[config.mk]
export PLATFORM = sky130hd
export DESIGN_NAME = matrix_stream_transpose
export DESIGN_NICKNAME = d
export VERILOG_FILES = /design/src/rtl/matrix_stream_transpose.sv
export SDC_FILE = /design/constraint.sdc
export NUM_CORES = 1
export LEC_CHECK = 0
export ABC_AREA = 0
export BUFFER_PORTS_ARGS = -buffer_cell sky130_fd_sc_hd__clkbuf_2
export CORE_MARGIN = 2
export CORE_UTILIZATION = 45
export CTS_CLUSTER_DIAMETER = 200
export DETAILED_ROUTE_END_ITERATION = 16
export PLACE_DENSITY = 0.69
export RECOVER_POWER = 25
export SYNTH_ARGS = -nofsm -noshare
export SYNTH_HDL_FRONTEND = slang
export SYNTH_SLANG_ARGS = --single-unit
[constraint.sdc]
create_clock -name clk -period 3.4 [get_ports clk]
set_input_delay 0.34 -clock clk [delete_from_list [all_inputs] [get_ports clk]]
set_output_delay 0.34 -clock clk [all_outputs]
set_load 0.01 [all_outputs]
[src/rtl/matrix_stream_transpose.sv]
// Tiled matrix transpose: buffers a full matrix of input tiles, then streams out transposed tiles.
// Latency: first output tile valid the cycle after the last input handshake; output held while stalled.
// Define MATRIX_TRANSPOSE_PING_PONG_EN for two banks so filling and draining overlap.
module matrix_stream_transpose #(
    parameter int DATA_WIDTH   = 8,
    parameter int TOTAL_DIM0   = 4,
    parameter int TOTAL_DIM1   = 4,
    parameter int COMPUTE_DIM0 = 2,
    parameter int COMPUTE_DIM1 = 2
) (
    input  logic                  clk,
    input  logic                  rst,
    input  logic [DATA_WIDTH-1:0] data_in [COMPUTE_DIM0*COMPUTE_DIM1],
    input  logic                  data_in_valid,
    output logic                  data_in_ready,
    output logic [DATA_WIDTH-1:0] data_out [COMPUTE_DIM0*COMPUTE_DIM1],
    output logic                  data_out_valid,
    input  logic                  data_out_ready,
    output logic                  data_out_last
);
    localparam int NT0 = TOTAL_DIM0 / COMPUTE_DIM0;
    localparam int NT1 = TOTAL_DIM1 / COMPUTE_DIM1;
    localparam int TW0 = (NT0 > 1) ? $clog2(NT0) : 1;
    localparam int TW1 = (NT1 > 1) ? $clog2(NT1) : 1;
`ifdef MATRIX_TRANSPOSE_PING_PONG_EN
    localparam int NB = 2;
`else
    localparam int NB = 1;
`endif

    generate
        if (TOTAL_DIM0 % COMPUTE_DIM0 != 0) begin : g_chk_dim0
            $error("COMPUTE_DIM0 must divide TOTAL_DIM0");
        end
        if (TOTAL_DIM1 % COMPUTE_DIM1 != 0) begin : g_chk_dim1
            $error("COMPUTE_DIM1 must divide TOTAL_DIM1");
        end
    endgenerate

    logic [TW1-1:0] in_tr_q, in_tr_d, out_tr_q, out_tr_d;
    logic [TW0-1:0] in_tc_q, in_tc_d, out_tc_q, out_tc_d;
    logic in_fire, out_fire, in_end, out_end;
    logic wr_bank, rd_bank;
    logic [DATA_WIDTH-1:0] mem_q [NB][TOTAL_DIM1][TOTAL_DIM0];

    assign in_fire  = data_in_valid & data_in_ready;
    assign out_fire = data_out_valid & data_out_ready;
    assign in_end   = (in_tr_q == TW1'(NT1-1)) && (in_tc_q == TW0'(NT0-1));
    assign out_end  = (out_tr_q == TW1'(NT1-1)) && (out_tc_q == TW0'(NT0-1));

    // Input walks tiles row-major (tc inner); output walks column-major (tr inner).
    always_comb begin
        in_tr_d  = in_tr_q;
        in_tc_d  = in_tc_q;
        out_tr_d = out_tr_q;
        out_tc_d = out_tc_q;
        if (in_fire) begin
            if (in_tc_q == TW0'(NT0-1)) begin
                in_tc_d = '0;
                in_tr_d = (in_tr_q == TW1'(NT1-1)) ? '0 : in_tr_q + 1'b1;
            end else begin
                in_tc_d = in_tc_q + 1'b1;
            end
        end
        if (out_fire) begin
            if (out_tr_q == TW1'(NT1-1)) begin
                out_tr_d = '0;
                out_tc_d = (out_tc_q == TW0'(NT0-1)) ? '0 : out_tc_q + 1'b1;
            end else begin
                out_tr_d = out_tr_q + 1'b1;
            end
        end
    end

    always_ff @(posedge clk) begin
        if (rst) begin
            in_tr_q  <= '0;
            in_tc_q  <= '0;
            out_tr_q <= '0;
            out_tc_q <= '0;
        end else begin
            in_tr_q  <= in_tr_d;
            in_tc_q  <= in_tc_d;
            out_tr_q <= out_tr_d;
            out_tc_q <= out_tc_d;
        end
    end

    always_ff @(posedge clk) begin
        if (in_fire) begin
            for (int r = 0; r < TOTAL_DIM1; r++) begin
                for (int c = 0; c < TOTAL_DIM0; c++) begin
                    if (TW1'(r / COMPUTE_DIM1) == in_tr_q && TW0'(c / COMPUTE_DIM0) == in_tc_q)
                        mem_q[wr_bank][r][c] <= data_in[(r % COMPUTE_DIM1)*COMPUTE_DIM0 + (c % COMPUTE_DIM0)];
                end
            end
        end
    end

    always_comb begin
        for (int k = 0; k < COMPUTE_DIM0*COMPUTE_DIM1; k++) data_out[k] = '0;
        for (int r = 0; r < TOTAL_DIM1; r++) begin
            for (int c = 0; c < TOTAL_DIM0; c++) begin
                if (TW1'(r / COMPUTE_DIM1) == out_tr_q && TW0'(c / COMPUTE_DIM0) == out_tc_q)
                    data_out[(c % COMPUTE_DIM0)*COMPUTE_DIM1 + (r % COMPUTE_DIM1)] = mem_q[rd_bank][r][c];
            end
        end
    end

`ifdef MATRIX_TRANSPOSE_PING_PONG_EN
    logic [1:0] full_q, full_d;
    logic       wr_ptr_q, wr_ptr_d, rd_ptr_q, rd_ptr_d;

    // Fill and drain always target different banks, so both updates can land together.
    always_comb begin
        full_d   = full_q;
        wr_ptr_d = wr_ptr_q;
        rd_ptr_d = rd_ptr_q;
        if (in_fire && in_end) begin
            full_d[wr_ptr_q] = 1'b1;
            wr_ptr_d         = ~wr_ptr_q;
        end
        if (out_fire && out_end) begin
            full_d[rd_ptr_q] = 1'b0;
            rd_ptr_d         = ~rd_ptr_q;
        end
    end

    always_ff @(posedge clk) begin
        if (rst) begin
            full_q   <= '0;
            wr_ptr_q <= 1'b0;
            rd_ptr_q <= 1'b0;
        end else begin
            full_q   <= full_d;
            wr_ptr_q <= wr_ptr_d;
            rd_ptr_q <= rd_ptr_d;
        end
    end

    assign wr_bank        = wr_ptr_q;
    assign rd_bank        = rd_ptr_q;
    assign data_in_ready  = ~full_q[wr_ptr_q];
    assign data_out_valid = full_q[rd_ptr_q];
    assign data_out_last  = full_q[rd_ptr_q] & out_end;
`else
    typedef enum logic {FILL, DRAIN} state_e;
    state_e state_q, state_d;

    always_ff @(posedge clk) begin
        if (rst) state_q <= FILL;
        else     state_q <= state_d;
    end

    always_comb begin
        state_d = state_q;
        case (state_q)
            FILL:    if (in_fire && in_end)   state_d = DRAIN;
            DRAIN:   if (out_fire && out_end) state_d = FILL;
            default: state_d = FILL;
        endcase
    end

    always_comb begin
        data_in_ready  = (state_q == FILL);
        data_out_valid = (state_q == DRAIN);
        data_out_last  = (state_q == DRAIN) && out_end;
    end

    assign wr_bank = 1'b0;
    assign rd_bank = 1'b0;
`endif

endmodule

# Word-level counts from Yosys, hierarchy flattened
# Memories as Yosys holds them, arrays and structs flattened.
# Index checks and enable logic that the tools add are counted.
[word_totals] reg_bits=5 ram_bits=128 memories=1 word_cells=101 romBits=0 latch_bits=0 inputBits=36 output_inout_bits=35
[memory_table] name="mem_q" words=1 width=128 rd=1 rd_ports_with_merged_regs=0 write_ports=4 line="44" text="logic [DATA_WIDTH-1:0] mem_q [NB][TOTAL_DIM1][TOTAL_DIM0];"
[op_classes] multipliers=0 add_sub_neg=4 div=0 n_bitwise=7 n_eq_ne=0 n_lt_le_gt_ge=0 mux=59 shift=0 reduce_logical=25
[ops] operator="128-bit 2-to-1 mux" count=12
[ops] operator="128-bit OR reduction" count=12
[ops] operator="8-bit 2-to-1 mux" count=16
[ops] operator="5-bit 2-to-1 mux" count=4
[ops] operator="1-bit 2-to-1 mux" count=18
[ops] operator="4-bit 2-to-1 mux" count=4
[ops] operator="3-bit 2-to-1 mux" count=4
[ops] operator="1-bit logical AND" count=11
[ops] operator="1-bit inverter" count=5
[ops] operator="1-bit adder (second input constant)" count=4
[ops] operator="2-bit AND reduction" count=2
[ops] operator="1-bit AND" count=2
[ops] operator="1-bit case mux with 2 select lines" count=1

# Longest topological paths before layout
# Gate-level depths: netlist of the first run.
[logic_depth] depth_word=9 ltp_mapped=5 depth_no_buf=3

# Worst setup path after synthesis of the first run
# No wires, ideal clock.
[synth_path] path_kind="register to register" start="reg state_q (netlist: data_out_valid)" end="mem mem_q[0][112] (netlist name), enable pin" synth_period_minus_slack_ps=3442 setup_time_ps=468 required_time_ps=2932 stages_incl_launch_ff=3 path_slack_ps=-42 arrival_ps=2974 path_buffers=0 path_cell_list="dfxtp_1 nor2b_4 nor3b_1"
[synth_rtl] element="start, declared" line="148" text="state_e state_q, state_d;"
[synth_rtl] element="start signal, assigned" line="152" text="else state_q <= state_d;"
[synth_rtl] element="end, declared" line="44"

==> results of run 1 <==
==> layer usage <==
metal	track usage, %	vias to the layer above	routed length (um)
met4	5.65	0	129
li1	-	1393	-
met2	24.9	73	4840
met1	21.2	1462	4470
met5	0	-	0
met3	6.13	9	579
==> sequential cells by signal, indices dropped and copies added (netlist names) <==
register	flops
out_tc_q	1
mem_q	128
data_out_valid	1
in_tc_q	1
out_tr_q	1
in_tr_q	1
==> cell type report <==
type,instances,area (sq um)
antenna,1,2.50
clock buffer,22,474
clock inverter,10,129
fill,1026,5720
inverter,1,3.75
multi-input combinational,181,1670
sequential,133,3950
tap,172,215
timing repair buffer,75,410
==> path summary, 6_finish.rpt <==
check	cells past startpoint	slack, ns	endpoint	from
hold / removal	2	0.15	in_tr_q$_SDFFE_PP0P_	rst
hold reg to reg	2	0.62	in_tc_q$_SDFFE_PP0N_	in_tc_q$_SDFFE_PP0N_
setup / recovery	3	0.66	data_out[8]	out_tr_q$_SDFFE_PP0P_
setup reg to reg	3	1.17	mem_q[0][92]$_DFFE_PP_	data_out_valid$_SDFF_PP0_
==> cells by family (layout without fill, tap and decap cells) <==
family / after synthesis / count (layout) / synth area share (%)
xor gates and xnor gates: 4 / 4 / 0.606
muxes: 32 / 32 / 12.5
other: 0 / 1 / 0
DFF: 133 / 133 / 68.2
AOI/OAI and AO/OA: 2 / 2 / 0.216
buffers and inverters: 21 / 108 / 2.75
and+or+nand+nor: 143 / 143 / 15.8
==> cell usage in the layout (no fill, tap or decap), drive strengths merged <==
cell	n
and4b	1
a21oi	1
xor2	3
o21a	1
and2	96
bufinv	3
nor2b	33
buf	5
nand3b	1
dfxtp	5
clkbuf	92
nor2	6
mux4	32
inv	1
xnor2	1
and3	1
clkinv	7
nand3	2
edfxtp	128
nor3b	1
and3b	1
diode	1
nand2	1
==> power breakdown <==
group | total [uW] | leakage (uW) | internal [uW] | switching (uW)
clock network | 1860 | 0.000303 | 1200 | 653
registers | 1920 | 0.00113 | 1890 | 25.7
logic | 271 | 0.000900 | 122 | 148
==> metrics by stage <==
stage / cell area (sq um) / util (%) / instances
3_5_place_dp: 6280 / 49.9 / 562
2_1_floorplan: 5790 / - / 335
6_report: 6850 / 54.5 / 595
5_1_grt: 6850 / 54.5 / 594
4_1_cts: 6880 / 54.7 / 594
3_3_place_gp: 6280 / 49.9 / 562
==> summary.txt, run 1 <==
Setup slack after layout -> 0.659 ns
Clk slew on worst S/H paths -> 0.06 ns
Area Growth Syn to Fin -> 18.5%
Power Density -> 591 nW/um^2
Minimum clock period -> 2.74 ns
Crit path required time -> 3.06 ns
Setup WS pre-CTS -> 1.30 ns
Clk_skew -> 0.0178 ns
Row cnt -> 41
Netlist Area Pre-Place -> 5780 sq um
Setup TNS -> 0 ns
Max Freq -> 365 MHz
Post-DP HPWL -> 6.12 mm
Post-synthesis sequential area ratio -> 68.2%
CTS sink count -> 133
Synth top cells by count -> edfxtp_1 (128), and2_1 (96), mux4_2 (32), nor2b_1 (32), buf_2 (10)
Die X -> 117 um
Crit path max fanout -> 21
Setup crit end kind -> output port
Antenna violations before repair -> 1
Root Buffer -> clkbuf_16
CP bufs+invs -> 2
Tcrit/Tclk final -> 80.6%
IO buf count -> 70
# DRC -> 0
Initial Utilization -> 46.0%
CTS tree -> built
Routed vias/inst -> 4.94
Critical Path Source Type -> register
Final hold vios -> 0
Leakage power -> 0.00233 uW
Pin count of the biggest net entering global routing -> 66
H-tree levels -> 4
#FFs+latches synth -> 133
Hold Path Class -> in -> reg
Die outline area -> 13800 sq um
I/O pins -> 71
Max-Cap Viols -> 0
Cell family with most CP delay -> flip-flops
Antenna Nets Post-Route -> 0
First-pass GRT wire length -> 16.6 mm
VDD IR-drop max -> 0.279 mV
Synth Flop Type -> edfxtp_1
Total track usage -> 16.2%
Longest Clk Path Bufs -> 2
CP max stage cell -> dfxtp_1
Placeable Area -> 12600 sq um
Unrepaired setup endpoints after global routing -> no
Die Span Y -> 117 um
FFs w/ async S/R, synth -> 0%
Ys Warns -> 0
Net count after synthesis -> 371
Final wirelength -> 10.0 mm
Post-CTS Setup Repair Bufs -> 0
EDFF count, synth -> 128
DRT Pass-1 Iters -> 6
Critical-path cell list -> buf_4, mux4_2, clkbuf_2
Headroom to the max-slew limit -> 7.77%
Synth top area share -> 66.5%
Worst slew pin tran -> 1.38 ns
Status -> finished, final reports clean
Setup Crit Path Kind -> reg -> out
Post-synth cell types -> 23
Syn Inst Count -> 335
Nets -> 445
Vias in the first global route -> 2993
GP Congestion -> 0.760
Total Power -> 4050 uW
Cts hold-fix bufs -> 0
Post-synth top area cell -> edfxtp_1
Drt wl/cell -> 16.8 um
Syn Area/Cell -> 17.3 sq um
Clock latency on the worst-skew pair -> 0.42 ns
Critical Path AT -> 2.40 ns
Synth top area cells -> edfxtp_1 (66%), mux4_2 (12%), and2_1 (10%)
Cts bufs inserted -> 17
Setup Viol. Count Final -> 0
Grt ovf -> 0
Via count -> 2937
Hold slack -> 0.150 ns
CP peak stage delay -> 1.05 ns
Resized Gates After CTS -> 0
Pins Over Slew Limit -> 0
Starting DRC count in detailed routing -> 183
Share of layout cells above drive strength 1 -> 33.2%
Count leader, synth -> edfxtp_1
No activity file was read; power rests on OpenSTA's default activity.
==> run 2: changes to the inputs <==
Clock period 3.4 ns to 2.3 ns, I/O delays scaled along.
==> summary.txt, run 2 (same netlist as run 1, synthesis figures left out) <==
Status -> finished, final reports clean
Largest Register -> mem_q
Setup Crit Path Kind -> reg -> out
Crit path required time -> 2.07 ns (-0.99 ns)
Max-Cap Viols -> 0 (unchanged)
Setup WS pre-CTS -> 0.619 ns (-0.686 ns)
Unrepaired setup endpoints after global routing -> no
Row cnt -> 41 (unchanged)
Switching portion of total power -> 20.2% (-0.19 points)
Antenna violations before repair -> 0 (-1)
Reg power frac -> 46.2% (-1.2 points)
IO buf count -> 70 (unchanged)
Final instance area -> 6950 sq um (+1.5%)
Starting DRC count in detailed routing -> 255 (+39%)
Critical Path AT -> 1.81 ns (-0.59 ns)
Post-Layout Cell Count -> 600 (+0.84%)
Clk slew on worst S/H paths -> 0.06 ns (about the same)
Minimum clock period -> 2.04 ns
Internal power -> 4900 uW (+52%)
Critical Path Source Type -> register
Nets -> 451 (+1.3%)
Crit path max fanout -> 17 (-19%)
Die Span Y -> 117 um (unchanged)
Grt ovf -> 0 (unchanged)
Clock latency on the worst-skew pair -> 0.42 ns (about the same)
Worst slew pin tran -> 0.948 ns (-0.436 ns)
Max Freq -> 490 MHz
Worst Setup SP -> out_tc_q$_SDFFE_PP0P_
Drt wl/cell -> 17.0 um (+1.3%)
Clock network power share -> 47.0% (+1.1 points)
Root Buffer -> clkbuf_16
Cts bufs inserted -> 17 (unchanged)
Die outline area -> 13800 sq um (unchanged)
# DRC -> 0 (unchanged)
Max reg flops -> 128 (unchanged)
Final hold vios -> 0 (unchanged)
GP Congestion -> 0.735 (-3.3%)
Final wirelength -> 10.2 mm (+2.1%)
Placeable Area -> 12600 sq um (unchanged)
DP Area -> 6360 sq um (+1.3%)
Crit path to -> data_out[23]
Initial Utilization -> 46.0% (unchanged)
DRT Pass-1 Iters -> 5 (-1)
Most common cell after layout, fill and taps aside -> edfxtp_1
Setup TNS -> 0 ns (unchanged)
Longest Clk Path Bufs -> 2 (unchanged)
CTS tree -> built
Combinational Power Share -> 6.9% (+0.2 points)
Most frequent cells in the layout -> edfxtp_1 (128), and2_1 (90), clkbuf_2 (69), nor2b_1 (33), mux4_2 (32)
Setup Viol. Count Final -> 0 (unchanged)
Tcrit/Tclk final -> 88.7%
Pins Over Slew Limit -> 0 (unchanged)
First-pass GRT wire length -> 16.6 mm (-0.33%)
Hold Path Class -> in -> reg
Routed vias/inst -> 4.97 (+0.65%)
Filler Cell Count -> 1027 (+0.097%)
Worst reg2reg path depth -> 2 (-1)
Setup crit end kind -> output port
Total track usage -> 16.2% (about the same)
Share of layout cells above drive strength 1 -> 34.3% (+1.2 points)
Antenna diode count -> 0 (-1)
Headroom to the max-slew limit -> 36.8% (+29 points)
Post-CTS Setup Repair Bufs -> 0 (unchanged)
Clk_skew -> 0.0100 ns (-0.00780 ns)
RR Startpoint -> in_tr_q$_SDFFE_PP0P_
Area Growth Syn to Fin -> 20.2%
VDD IR-drop max -> 0.474 mV (+70%)
Reg2reg end -> mem_q[0][33]$_DFFE_PP_
Vias in the first global route -> 3172 (+6.0%)
Antenna Nets Post-Route -> 0 (unchanged)
CTS sink count -> 133 (unchanged)
Leakage power -> 0.00238 uW (+2.2%)
Pin count of the biggest net entering global routing -> 46 (-30%)
Die X -> 117 um (unchanged)
Post-DP HPWL -> 6.49 mm (+6.1%)
R2R setup slack -> 0.30 ns (-0.87 ns)
Cts hold-fix bufs -> 0 (unchanged)
Sw power -> 1240 uW (+50%)
Resized Gates After CTS -> 0 (unchanged)
I/O pins -> 71 (unchanged)
Via count -> 2981 (+1.5%)
H-tree levels -> 4 (unchanged)
Power Density -> 884 nW/um^2 (+50%)
Placed Instances -> 568 (+1.1%)
Setup slack after layout -> 0.259 ns (-0.400 ns)
run 2: cell types whose count changed in the layout (fill, tap and decap cells not counted), sizes merged:
cell	delta
buf	+5
bufinv	+2
clkbuf	-4
clkinv	+2
diode	-1
inv	+1
run 2: worst min path at each step:
stage / start / to / slack, ns / cells after the start
after floorplan: rst / data_out_valid$_SDFF_PP0_ / 0.30 / 1
after global placement: rst / out_tr_q$_SDFFE_PP0P_ / 0.48 / 2
after detailed placement: rst / out_tr_q$_SDFFE_PP0P_ / 0.48 / 2
after CTS: rst / out_tr_q$_SDFFE_PP0P_ / 0.03 / 2
after global routing: rst / out_tr_q$_SDFFE_PP0P_ / 0.05 / 2
final: rst / out_tr_q$_SDFFE_PP0P_ / 0.05 / 2
run 2: routing by layer:
layer | track usage [%] | vias to the layer above | part of all wire, %
met1 | 20.8 | 1473 | 45
met3 | 5.40 | 17 | 5.4
li1 | - | 1403 | -
met4 | 6.55 | 0 | 1.5
met2 | 25.4 | 88 | 48
met5 | 0 | - | 0
run 2: power groups by stage:
stage | Combinational [uW] | Sequential, uW | Clock (uW)
2_1_floorplan | 250 | 2870 | 0
3_3_place_gp | 426 | 2880 | 0
3_5_place_dp | 437 | 2890 | 0
4_1_cts | 438 | 2840 | 2940
5_1_grt | 464 | 2850 | 3050
6_report | 421 | 2840 | 2890
run 2: cell type report:
type | instances | area, sq um | share of cell area, %
sequential | 133 | 3950 | 56.7
multi-input combinational | 181 | 1660 | 23.9
timing repair buffer | 81 | 490 | 7.05
clock buffer | 17 | 425 | 6.12
tap | 172 | 215 | 3.09
clock inverter | 15 | 210 | 3.02
inverter | 1 | 3.75 | 0.0540
run 2: metrics by stage:
step / hold WS [ns] / utilization, % / power [uW]
floorplan: 0.302 / - / 3120
global placement: 0.480 / 50.6 / 3310
detailed placement: 0.477 / 50.6 / 3330
CTS: 0.0281 / 55.7 / 6220
global route: 0.0500 / 55.3 / 6360
finish: 0.0510 / 55.3 / 6150
run 2: critical path, cell delays in order (launching register included):
cell and delay (ns):
dfxtp_2 0.32, buf_4 0.33, mux4_2 0.58, clkbuf_2 0.15
==> run 3: changes to the inputs <==
Settings changed: PLACE_DENSITY 0.69 to 0.66.
Clock period 2.3 ns to 2.2 ns, I/O delays scaled along.
==> summary.txt, run 3 (same netlist as run 1, synthesis figures left out) <==
Max-Cap Viols -> 0 (unchanged)
DP Area -> 6350 sq um (-0.14%)
Crit path to -> data_out[26]
Filler Cell Count -> 1011 (-1.6%)
Final wirelength -> 9.94 mm (-2.8%)
Status -> finished, final reports clean
R2R setup slack -> 0.37 ns (+0.07 ns)
Setup Viol. Count Final -> 0 (unchanged)
Cts bufs inserted -> 17 (unchanged)
Leakage power -> 0.00233 uW (-2.1%)
Placed Instances -> 567 (-0.18%)
VDD IR-drop max -> 0.375 mV (-21%)
Most common cell after layout, fill and taps aside -> edfxtp_1
I/O pins -> 71 (unchanged)
Longest Clk Path Bufs -> 2 (unchanged)
Setup TNS -> 0 ns (unchanged)
Root Buffer -> clkbuf_16
Starting DRC count in detailed routing -> 186 (-27%)
Placeable Area -> 12600 sq um (unchanged)
Total Power -> 6130 uW (-0.32%)
Total track usage -> 15.6% (-0.53 points)
IO buf count -> 70 (unchanged)
Die outline area -> 13800 sq um (unchanged)
DRT Pass-1 Iters -> 4 (-1)
Clk_skew -> 0.00494 ns (-0.00507 ns)
Hold Path Depth -> 2 (unchanged)
Multi-input logic area -> 1670 sq um (+0.23%)
Cts hold-fix bufs -> 0 (unchanged)
Via count -> 2901 (-2.7%)
Pin count of the biggest net entering global routing -> 66 (+43%)
Antenna violations before repair -> 1 (+1)
Critical Path AT -> 1.76 ns (-0.05 ns)
Tcrit/Tclk final -> 89.9%
Worst slew pin tran -> 0.774 ns (-0.174 ns)
Unrepaired setup endpoints after global routing -> no
Minimum clock period -> 1.98 ns
Most frequent cells in the layout -> edfxtp_1 (128), and2_1 (96), clkbuf_2 (68), nor2b_1 (33), mux4_2 (32)
Largest Register -> mem_q
Worst Setup SP -> out_tr_q$_SDFFE_PP0P_
H-tree levels -> 4 (unchanged)
Setup Crit Path Kind -> reg -> out
Area Growth Syn to Fin -> 18.5%
Post-CTS Setup Repair Bufs -> 0 (unchanged)
Drt wl/cell -> 16.6 um (-2.8%)
Nets -> 450 (-0.22%)
Routed vias/inst -> 4.84 (-2.7%)
Post-Layout Cell Count -> 600 (unchanged)
Worst reg2reg path depth -> 3 (+1)
Critical Path Source Type -> register
Die X -> 117 um (unchanged)
Crit path max fanout -> 23 (+6)
Final instance area -> 6850 sq um (-1.4%)
GP Congestion -> 0.692 (-5.8%)
Antenna Nets Post-Route -> 0 (unchanged)
Power Density -> 894 nW/um^2 (+1.1%)
# DRC -> 0 (unchanged)
RR Startpoint -> data_out_valid$_SDFF_PP0_
Final Core Density -> 54.5% (-0.80 points)
Share of layout cells above drive strength 1 -> 33.3% (-1.1 points)
CTS sink count -> 133 (unchanged)
Setup crit end kind -> output port
CTS tree -> built
Clock latency on the worst-skew pair -> 0.40 ns (-0.02 ns)
Max reg flops -> 128 (unchanged)
Row cnt -> 41 (unchanged)
Headroom to the max-slew limit -> 48.4% (+12 points)
Reg area -> 3950 sq um (unchanged)
Vias in the first global route -> 3156 (-0.50%)
Pins Over Slew Limit -> 0 (unchanged)
First-pass GRT wire length -> 16.4 mm (-1.2%)
Clk slew on worst S/H paths -> 0.05 ns (about the same)
Max Freq -> 505 MHz
Final hold vios -> 0 (unchanged)
Resized Gates After CTS -> 0 (unchanged)
Grt ovf -> 0 (unchanged)
Reg2reg end -> mem_q[0][113]$_DFFE_PP_
Post-DP HPWL -> 5.76 mm (-11%)
Crit path required time -> 1.98 ns (-0.09 ns)
Die Span Y -> 117 um (unchanged)
Initial Utilization -> 46.0% (unchanged)
Hold Path Class -> in -> reg
[run 3: cell count changes in the layout (fill, tap and decap cells not counted), moves of 2 or more]
cell       change
and2_1         +6
buf_12         -3
clkinv_1       +2
clkbuf_4       +3
bufinv_16      -2
clkbuf_1       +2
and2_0         -6
clkinv_4       -2
[run 3: layout make-up]
type                       instances  share of cell area [%]
antenna                            1                  0.0365
clock buffer                      19                    6.32
clock inverter                    13                    2.03
inverter                           1                  0.0548
multi-input combinational        181                    24.3
sequential                       133                    57.6
tap                              172                    3.14
timing repair buffer              80                    6.54
[run 3: critical path, cell delays in order, from the launching register on]
cell and delay, ns:
dfxtp_2 0.59, buf_12 0.25, mux4_2 0.35, clkbuf_2 0.15
[run 3: how the worst min path moves through the flow]
stage,start,end,slack [ns]
after global placement,rst,out_tr_q$_SDFFE_PP0P_,0.46
final,rst,out_tr_q$_SDFFE_PP0P_,0.04
after floorplan,rst,data_out_valid$_SDFF_PP0_,0.29
after CTS,rst,out_tr_q$_SDFFE_PP0P_,0.02
after global routing,rst,in_tc_q$_SDFFE_PP0N_,0.04
after detailed placement,rst,out_tr_q$_SDFFE_PP0P_,0.46
[run 3: where the power goes]
part | internal, uW | total, uW | switching (uW)
Combinational | 185 | 420 | 234
Clock | 1750 | 2740 | 987
Sequential | 2930 | 2960 | 36.9
Total | 4870 | 6130 | 1260
[run 3: per-layer routing]
metal  GRT usage, %  up-vias  wire length (um)
met5              0        -                 0
met1           21.5     1426              4760
met2           23.7       67              4600
met4           4.74        0               110
li1               -     1396                 -
met3           5.40       12               461
[run 3: per-stage QoR]
stage / hold slack, ns / setup slack, ns
3_3_place_gp: 0.461 / 0.544
6_report: 0.0438 / 0.221
5_1_grt: 0.0418 / 0.138
3_5_place_dp: 0.460 / 0.501
4_1_cts: 0.0227 / 0.180
2_1_floorplan: 0.292 / 0.322
